$ cat src/rtl/turbosound_pkg.sv
// Shared constants and enums for the N-chip Turbosound controller.
package turbosound_pkg;

    localparam logic [4:0] CTL_SEL  = 5'b11111;
    localparam logic [4:0] CTL_PAGE = 5'b11110;

    typedef enum logic [1:0] {
        PAN_ABC  = 2'd0,
        PAN_ACB  = 2'd1,
        PAN_MONO = 2'd2
    } pan_mode_e;

    typedef enum logic [1:0] {
        MIX_IDLE = 2'd0,
        MIX_ACC  = 2'd1,
        MIX_OUT  = 2'd2
    } mix_state_e;

endpackage

$ cat src/rtl/ts_bus_decode.sv
// AY-style bus front end: synchronisers, control/page decode, chip strobes and read-data mux.
module ts_bus_decode
    import turbosound_pkg::*;
#(
    parameter int NUM_CHIPS = 2
) (
    input  logic                   CLK,
    input  logic                   RESET,
    input  logic                   BDIR,
    input  logic                   BC,
    input  logic [7:0]             DI,
    input  logic [8*NUM_CHIPS-1:0] CHIP_DOUT,
    output logic                   RESET_s,
    output logic                   fm_ena,
    output logic [7:0]             DO,
    output logic [7:0]             CHIP_DIN,
    output logic                   CHIP_ADDR,
    output logic [NUM_CHIPS-1:0]   CHIP_CS_N,
    output logic                   CHIP_WR_N
);

    localparam logic [2:0] SEL_RST = (NUM_CHIPS == 1) ? 3'd0 : 3'd1;
    localparam logic [3:0] NCH     = 4'(NUM_CHIPS);

    logic       rst_m;
    logic       bdir_m, bdir_s, bdir_q;
    logic       bc_m, bc_s;
    logic [7:0] di_m, di_s;
    logic [2:0] sel;
    logic       stat_sel;
    logic       acc;
    logic       wr;
    logic [7:0] din;
    logic       bdir_rise;
    logic [7:0] dout_arr [8];

    // Reset asserts immediately and releases two clocks later.
    always_ff @(posedge CLK or posedge RESET) begin
        if (RESET) begin
            rst_m   <= 1'b1;
            RESET_s <= 1'b1;
        end else begin
            rst_m   <= 1'b0;
            RESET_s <= rst_m;
        end
    end

    always_ff @(posedge CLK or posedge RESET) begin
        if (RESET) begin
            bdir_m <= 1'b0;
            bdir_s <= 1'b0;
            bc_m   <= 1'b0;
            bc_s   <= 1'b0;
            di_m   <= 8'h00;
            di_s   <= 8'h00;
        end else begin
            bdir_m <= BDIR;
            bdir_s <= bdir_m;
            bc_m   <= BC;
            bc_s   <= bc_m;
            di_m   <= DI;
            di_s   <= di_m;
        end
    end

    assign bdir_rise = bdir_s & ~bdir_q;

    // acc remembers whether the current register address is writable, so the data phase can reuse it.
    always_ff @(posedge CLK or posedge RESET_s) begin
        if (RESET_s) begin
            bdir_q   <= 1'b0;
            sel      <= SEL_RST;
            stat_sel <= 1'b1;
            fm_ena   <= 1'b0;
            acc      <= 1'b0;
            wr       <= 1'b0;
            din      <= 8'h00;
        end else begin
            bdir_q <= bdir_s;
            wr     <= 1'b0;
            if (bdir_rise) begin
                din <= di_s;
                if (bc_s) begin
                    if (di_s[7:3] == CTL_SEL) begin
                        sel[0]   <= di_s[0];
                        stat_sel <= di_s[1];
                        fm_ena   <= ~di_s[2];
                        acc      <= 1'b0;
                    end else if (di_s[7:3] == CTL_PAGE) begin
                        sel[2:1] <= di_s[1:0];
                        acc      <= 1'b0;
                    end else begin
                        acc <= (di_s[7:4] == 4'd0) | fm_ena;
                        wr  <= (di_s[7:4] == 4'd0) | fm_ena;
                    end
                end else begin
                    wr <= acc;
                end
            end
        end
    end

    for (genvar g = 0; g < 8; g++) begin : g_dout
        if (g < NUM_CHIPS) begin : g_used
            assign dout_arr[g] = CHIP_DOUT[g*8 +: 8];
        end else begin : g_pad
            assign dout_arr[g] = 8'hFF;
        end
    end

    for (genvar g = 0; g < NUM_CHIPS; g++) begin : g_cs
        assign CHIP_CS_N[g] = (sel != 3'(g));
    end

    assign DO        = ({1'b0, sel} < NCH) ? dout_arr[sel] : 8'hFF;
    assign CHIP_DIN  = din;
    assign CHIP_WR_N = ~wr;
    assign CHIP_ADDR = (bdir_s | wr) ? ~bc_s : stat_sel;

endmodule

$ cat src/rtl/turbosound_n.sv
// N-chip Turbosound controller: bus front end plus a one-chip-per-cycle PSG/FM stereo mixer.
module turbosound_n
    import turbosound_pkg::*;
#(
    parameter int NUM_CHIPS = 2,
    parameter int PSG_W     = 8,
    parameter int FM_W      = 16,
    parameter int OUT_W     = 12,
    parameter int PAN_MODE  = 0
) (
    input  logic                       CLK,
    input  logic                       RESET,
    input  logic                       BDIR,
    input  logic                       BC,
    input  logic [7:0]                 DI,
    output logic [7:0]                 DO,
    output logic [7:0]                 CHIP_DIN,
    output logic                       CHIP_ADDR,
    output logic [NUM_CHIPS-1:0]       CHIP_CS_N,
    output logic                       CHIP_WR_N,
    input  logic [8*NUM_CHIPS-1:0]     CHIP_DOUT,
    input  logic [PSG_W*NUM_CHIPS-1:0] PSG_A,
    input  logic [PSG_W*NUM_CHIPS-1:0] PSG_B,
    input  logic [PSG_W*NUM_CHIPS-1:0] PSG_C,
    input  logic [FM_W*NUM_CHIPS-1:0]  FM_SND,
    input  logic                       SAMPLE_STB,
    output logic [OUT_W-1:0]           CHANNEL_L,
    output logic [OUT_W-1:0]           CHANNEL_R,
    output logic                       OUT_VALID,
    output mix_state_e                 MIX_STATE
);

    localparam int        SW   = PSG_W + 3;
    localparam int        PW   = PSG_W + 2;
    localparam int        FW   = OUT_W - 2;
    localparam logic [2:0] LAST = 3'(NUM_CHIPS - 1);
    localparam pan_mode_e PAN  = pan_mode_e'(PAN_MODE);

    logic             RESET_s;
    logic             fm_ena;
    logic             unused_fm;
    mix_state_e       state;
    logic [2:0]       idx;
    logic [SW-1:0]    sum_a, sum_b, sum_c;
    logic [OUT_W-1:0] sum_fm;
    logic [PSG_W-1:0] a_arr [8];
    logic [PSG_W-1:0] b_arr [8];
    logic [PSG_W-1:0] c_arr [8];
    logic [FW-1:0]    f_arr [8];
    logic [PW-1:0]    za, zb, zc, pan_l, pan_r;
    logic [OUT_W-1:0] mix_l, mix_r;

    ts_bus_decode #(.NUM_CHIPS(NUM_CHIPS)) u_bus (
        .CLK       (CLK),
        .RESET     (RESET),
        .BDIR      (BDIR),
        .BC        (BC),
        .DI        (DI),
        .CHIP_DOUT (CHIP_DOUT),
        .RESET_s   (RESET_s),
        .fm_ena    (fm_ena),
        .DO        (DO),
        .CHIP_DIN  (CHIP_DIN),
        .CHIP_ADDR (CHIP_ADDR),
        .CHIP_CS_N (CHIP_CS_N),
        .CHIP_WR_N (CHIP_WR_N)
    );

    for (genvar g = 0; g < 8; g++) begin : g_chip
        if (g < NUM_CHIPS) begin : g_used
            assign a_arr[g] = PSG_A[g*PSG_W +: PSG_W];
            assign b_arr[g] = PSG_B[g*PSG_W +: PSG_W];
            assign c_arr[g] = PSG_C[g*PSG_W +: PSG_W];
            assign f_arr[g] = FM_SND[g*FM_W + FM_W - 1 -: FW];
        end else begin : g_pad
            assign a_arr[g] = '0;
            assign b_arr[g] = '0;
            assign c_arr[g] = '0;
            assign f_arr[g] = '0;
        end
    end

    // Only the top FW bits of each FM sample reach the mix.
    assign unused_fm = ^FM_SND;

    always_comb begin
        za    = (|sum_a[SW-1:PSG_W]) ? PW'({PSG_W{1'b1}}) : PW'(sum_a[PSG_W-1:0]);
        zb    = (|sum_b[SW-1:PSG_W]) ? PW'({PSG_W{1'b1}}) : PW'(sum_b[PSG_W-1:0]);
        zc    = (|sum_c[SW-1:PSG_W]) ? PW'({PSG_W{1'b1}}) : PW'(sum_c[PSG_W-1:0]);
        pan_l = (za << 1) + zb;
        pan_r = (zc << 1) + zb;
        case (PAN)
            PAN_ACB: begin
                pan_l = (za << 1) + zc;
                pan_r = (zb << 1) + zc;
            end
            PAN_MONO: begin
                pan_l = za + zb + zc;
                pan_r = za + zb + zc;
            end
            default: ;
        endcase
        mix_l = OUT_W'(pan_l) + (fm_ena ? sum_fm : '0);
        mix_r = OUT_W'(pan_r) + (fm_ena ? sum_fm : '0);
    end

    // SAMPLE_STB is a request taken only in IDLE (no back-pressure, never queued);
    // OUT_VALID is a single-cycle qualifier for the freshly registered CHANNEL_L/R.
    always_ff @(posedge CLK or posedge RESET_s) begin
        if (RESET_s) begin
            state     <= MIX_IDLE;
            idx       <= 3'd0;
            sum_a     <= '0;
            sum_b     <= '0;
            sum_c     <= '0;
            sum_fm    <= '0;
            CHANNEL_L <= '0;
            CHANNEL_R <= '0;
            OUT_VALID <= 1'b0;
        end else begin
            OUT_VALID <= 1'b0;
            case (state)
                MIX_IDLE: begin
                    if (SAMPLE_STB) begin
                        sum_a  <= '0;
                        sum_b  <= '0;
                        sum_c  <= '0;
                        sum_fm <= '0;
                        idx    <= 3'd0;
                        state  <= MIX_ACC;
                    end
                end
                MIX_ACC: begin
                    sum_a  <= sum_a + SW'(a_arr[idx]);
                    sum_b  <= sum_b + SW'(b_arr[idx]);
                    sum_c  <= sum_c + SW'(c_arr[idx]);
                    sum_fm <= sum_fm + {{2{f_arr[idx][FW-1]}}, f_arr[idx]};
                    idx    <= idx + 3'd1;
                    if (idx == LAST) state <= MIX_OUT;
                end
                MIX_OUT: begin
                    CHANNEL_L <= mix_l;
                    CHANNEL_R <= mix_r;
                    OUT_VALID <= 1'b1;
                    state     <= MIX_IDLE;
                end
                default: state <= MIX_IDLE;
            endcase
        end
    end

    assign MIX_STATE = state;

endmodule

$ cat config.mk
export PLATFORM = sky130hd
export DESIGN_NAME = turbosound_n
export DESIGN_NICKNAME = d
export VERILOG_FILES = /design/src/rtl/turbosound_pkg.sv /design/src/rtl/ts_bus_decode.sv /design/src/rtl/turbosound_n.sv
export SDC_FILE = /design/constraint.sdc
export NUM_CORES = 1
export LEC_CHECK = 0
export ABC_AREA = 1
export CAP_MARGIN = 20
export CORE_MARGIN = 3
export CORE_UTILIZATION = 46
export DETAILED_ROUTE_END_ITERATION = 12
export PLACE_DENSITY_LB_ADDON = 0.25
export SYNTH_ARGS = -nofsm -noshare
export SYNTH_HDL_FRONTEND = slang
export SYNTH_SLANG_ARGS = --single-unit
$ cat constraint.sdc
create_clock -name CLK -period 3.8 [get_ports CLK]
set_clock_uncertainty 0.15 [all_clocks]
set_input_delay 0.76 -clock CLK [delete_from_list [all_inputs] [get_ports CLK]]
set_output_delay 0.76 -clock CLK [all_outputs]
set_load 0.01 [all_outputs]
==> metrics.txt <==
setup repair after global routing missed its margin false; arrival time worst endpoint between 3 and 4 ns; total core area 16,900 um2; via-per-instance ratio 5.06; clock latency of the later-clocked register in the worst-skew pair ~0.37 ns; TritonCTS Sinks approximately 110; maximum root-to-sink buffer count 2; timing startpoint of the critical path sum_b[8]$_DFFE_PP0P_; WL/cell around 14 um; first-pass GRT wire length 34,700 um; root buffer cell sky130_fd_sc_hd__clkbuf_16; overall overflow remaining after global route 0; number of antenna violations at the first check in global routing 0; critical path fanouts, max 8; IR Drop Worst-Case VDD ~0.51 mV; fraction of the cycle the final worst path needs 0.839; vias after detailed routing 7,662; distinct cell type count of the synthesized netlist 35; Antenna Nets Post-Route 0; growth of design area from synthesis to finish 24.9%; CTS clk-pin slew, worst paths 0.08 ns; GP Congestion 0.941; worst flop-to-flop path startpoint sum_b[8]$_DFFE_PP0P_; count of mapped cells out of synthesis between 1,000 and 1,500; Worst slew margin 0.421; drc violations 0; transition time at the pin with the least slew margin 0.868 ns; launching element type of the critical path flip-flop; mapped cell area 8060 um2; Non-Filler Cell Area, Final approximately 10,000 um2; total number of yosys warnings 0; number of buffers inserted by hold repair at cts 0; standby leakage power 5.42 nW; # IOs ~160; Final min period 3.19 ns; final hold violation count 0; worst-path cell with the longest stage delay sky130_fd_sc_hd__dfrtp_1; sequential area share after synthesis 0.348; commonest non-fill, non-tap cell in the layout sky130_fd_sc_hd__nand2_1; critical path's top delay family simple AND/OR/NAND/NOR gates; fill cell instance count of the final layout ~1,600; count of nets after finishing approximately 1,500; cell occurring most often along the worst timing path sky130_fd_sc_hd__nand2_1; overall die width between 100 and 150 um; Max Cap Violations 0; max incr delay on CP about 0.45 ns; first-iteration detailed-routing DRC count ~570; number of buffers created by CTS 9; overall fraction of global-route tracks in use 0.218; Resize count post-CTS 0; Fmax 0.314 GHz; number of I/O port buffers 143; length of the first detailed-routing pass in iterations 5; CP endpoint kind flip-flop; total count of max-transition violations in the final report 0; total placed cells including tap cells between 1,000 and 1,500; ratio of total power to cell area just over 1000 nW/um2; final WL around 21,000 um; total number of H-tree levels 3; worst setup path class reg -> reg; commonest cells after routing, fill and taps aside 337 x sky130_fd_sc_hd__nand2_1, 161 x sky130_fd_sc_hd__inv_1, 143 x sky130_fd_sc_hd__clkdlybuf4s50_1, 129 x sky130_fd_sc_hd__nor2_1, 108 x sky130_fd_sc_hd__dfrtp_1; syn_nets around 1,300; number of flip-flops and latches in the synthesized netlist 112; number of buffers inserted to repair setup after CTS 0; half-perimeter wire length after placement around 17,000 um; worst hold path class reg -> async; Worst Path Required between 3 and 4 ns; TritonCTS clock tree built; number of rows in the core area 47; area of the die between 15,000 and 20,000 um2; total negative slack for setup checks 0 ns; Placed Instance Area ~10000 um2; average instance area after synthesis between 7 and 8 um2; diode insertion count for antenna repair 0; Non-Filler Instances 1,514; outcome complete, no violations; critical path buffer and inverter count 4; Setup violations, final 0; die span in y 138 um; share of cells above drive strength 1 0.0371; maximum number of pins on one net before global-route repair 34; initial core utilization 0.478; number of global-route vias before repair between 7,000 and 8,000; worst path cell trace nor3_4, nand2_1, inv_1, fa_1, inv_1, ha_1, inv_1, fa_1, inv_1, nand3_1, nand3_1, nand2_1, nand2_1, nand2_1, nand2_1, o21ai_0
## final cells by class
type	count	area [um2]	area share
multi-input combinational	840	4500	0.447
sequential	112	2810	0.279
timing repair buffer	157	1540	0.153
inverter	169	636	0.0631
tap	220	275	0.0273
clock buffer	10	229	0.0227
clock inverter	6	83.8	0.00833
## routing by layer
layer	vias up	routed length, um	global-route usage
met4	0	370	0.0645
met3	27	1080	0.0314
met5	-	0	0
met1	3489	10100	0.298
li1	3942	-	-
met2	204	9530	0.361
## worst paths after layout
path	cells after the start	to	slack, ns
hold / removal	1	u_bus.acc$_DFFE_PP0P_	0.13
setup / recovery	16	CHANNEL_L[7]$_DFFE_PP0P_	0.61
max in group asynchronous	2	u_bus.di_m[0]$_DFF_PP0_	2.29
setup reg to reg	16	CHANNEL_L[7]$_DFFE_PP0P_	0.61
hold reg to reg	1	u_bus.acc$_DFFE_PP0P_	0.13
min in group CLK	0	u_bus.di_s[5]$_DFF_PP0_	0.20
## cells in the mapped netlist
cell                       instances  area (um2)
sky130_fd_sc_hd__a211oi_2          2        25.0
sky130_fd_sc_hd__a21o_1           14         105
sky130_fd_sc_hd__a21oi_1          41         205
sky130_fd_sc_hd__a22o_1            2        17.5
sky130_fd_sc_hd__buf_2            15        75.1
sky130_fd_sc_hd__buf_4             1        7.51
sky130_fd_sc_hd__clkbuf_1          8        30.0
sky130_fd_sc_hd__clkbuf_2          1        5.00
sky130_fd_sc_hd__clkinv_1          2        7.51
sky130_fd_sc_hd__conb_1            1        3.75
sky130_fd_sc_hd__dfrtp_1         108        2700
sky130_fd_sc_hd__dfstp_2           4         105
sky130_fd_sc_hd__fa_1              8         160
sky130_fd_sc_hd__ha_1             70         876
sky130_fd_sc_hd__inv_1           162         608
sky130_fd_sc_hd__inv_2             5        18.8
sky130_fd_sc_hd__nand2_1         337        1260
sky130_fd_sc_hd__nand3_1          75         375
sky130_fd_sc_hd__nand3b_1          1        7.51
sky130_fd_sc_hd__nand4_1          10        62.6
sky130_fd_sc_hd__nor2_1          129         484
sky130_fd_sc_hd__nor2_2            2        12.5
sky130_fd_sc_hd__nor2_4            1        11.3
sky130_fd_sc_hd__nor3_1            8        40.0
sky130_fd_sc_hd__nor3_2            3        30.0
sky130_fd_sc_hd__nor3_4            1        16.3
sky130_fd_sc_hd__nor3b_1           1        7.51
sky130_fd_sc_hd__o21ai_0          68         340
sky130_fd_sc_hd__o21ai_1          24         120
sky130_fd_sc_hd__o21bai_1          1        7.51
sky130_fd_sc_hd__o22a_1            8        70.1
sky130_fd_sc_hd__o22ai_1          12        75.1
sky130_fd_sc_hd__or2_1             1        6.26
sky130_fd_sc_hd__xnor2_1           5        43.8
sky130_fd_sc_hd__xor2_1           15         131
## power by group
part	leakage (nW)	switching (mW)	internal [mW]
Sequential	1.40	0.325	1.58
Clock	0.155	0.498	0.534
Combinational	3.86	4.50	2.73
## flip-flops by register name (all words and copies together) (netlist names), 8 cells and up
register        flops
sum_a              11
u_bus.CHIP_DIN      8
u_bus.di_m          8
sum_b              11
u_bus.di_s          8
CHANNEL_L          12
sum_c              11
sum_fm             12
CHANNEL_R          11
## cells by family after synthesis
kind of cell | Yosys count | synth area share
and+or+nand+nor | 569 | 0.288
AOI/OAI and AO/OA | 172 | 0.120
xor gates and xnor gates | 20 | 0.0217
buffers and inverters | 194 | 0.0933
adders and majority gates | 78 | 0.129
DFF | 112 | 0.348
other | 1 | 0.000465
## per-stage QoR
| step | worst slack, ns | util | power (mW) | hold slack, ns |
|---|---|---|---|---|
| final | 0.611 | 0.596 | 10.2 | 0.132 |
| after floorplan | 0.980 | - | 7.02 | 0.181 |
| after CTS | 0.598 | 0.596 | 10.1 | 0.158 |
| after detailed placement | 0.477 | 0.578 | 9.03 | 0.150 |
| after global placement | 0.510 | 0.578 | 8.87 | 0.150 |
| after global routing | 0.406 | 0.596 | 11.2 | 0.184 |
## worst register-to-register path, cell delays in order, from the launching register on
cell and delay (ns):
sky130_fd_sc_hd__dfrtp_1 0.45, sky130_fd_sc_hd__nor3_4 0.39, sky130_fd_sc_hd__nand2_1 0.20, sky130_fd_sc_hd__inv_1 0.12, sky130_fd_sc_hd__fa_1 0.41, sky130_fd_sc_hd__inv_1 0.06, sky130_fd_sc_hd__ha_1 0.19, sky130_fd_sc_hd__inv_1 0.07
sky130_fd_sc_hd__fa_1 0.40, sky130_fd_sc_hd__inv_1 0.10, sky130_fd_sc_hd__nand3_1 0.06, sky130_fd_sc_hd__nand3_1 0.14, sky130_fd_sc_hd__nand2_1 0.07, sky130_fd_sc_hd__nand2_1 0.08, sky130_fd_sc_hd__nand2_1 0.05, sky130_fd_sc_hd__nand2_1 0.06
sky130_fd_sc_hd__o21ai_0 0.07
No activity file was read; power rests on OpenSTA's default activity.
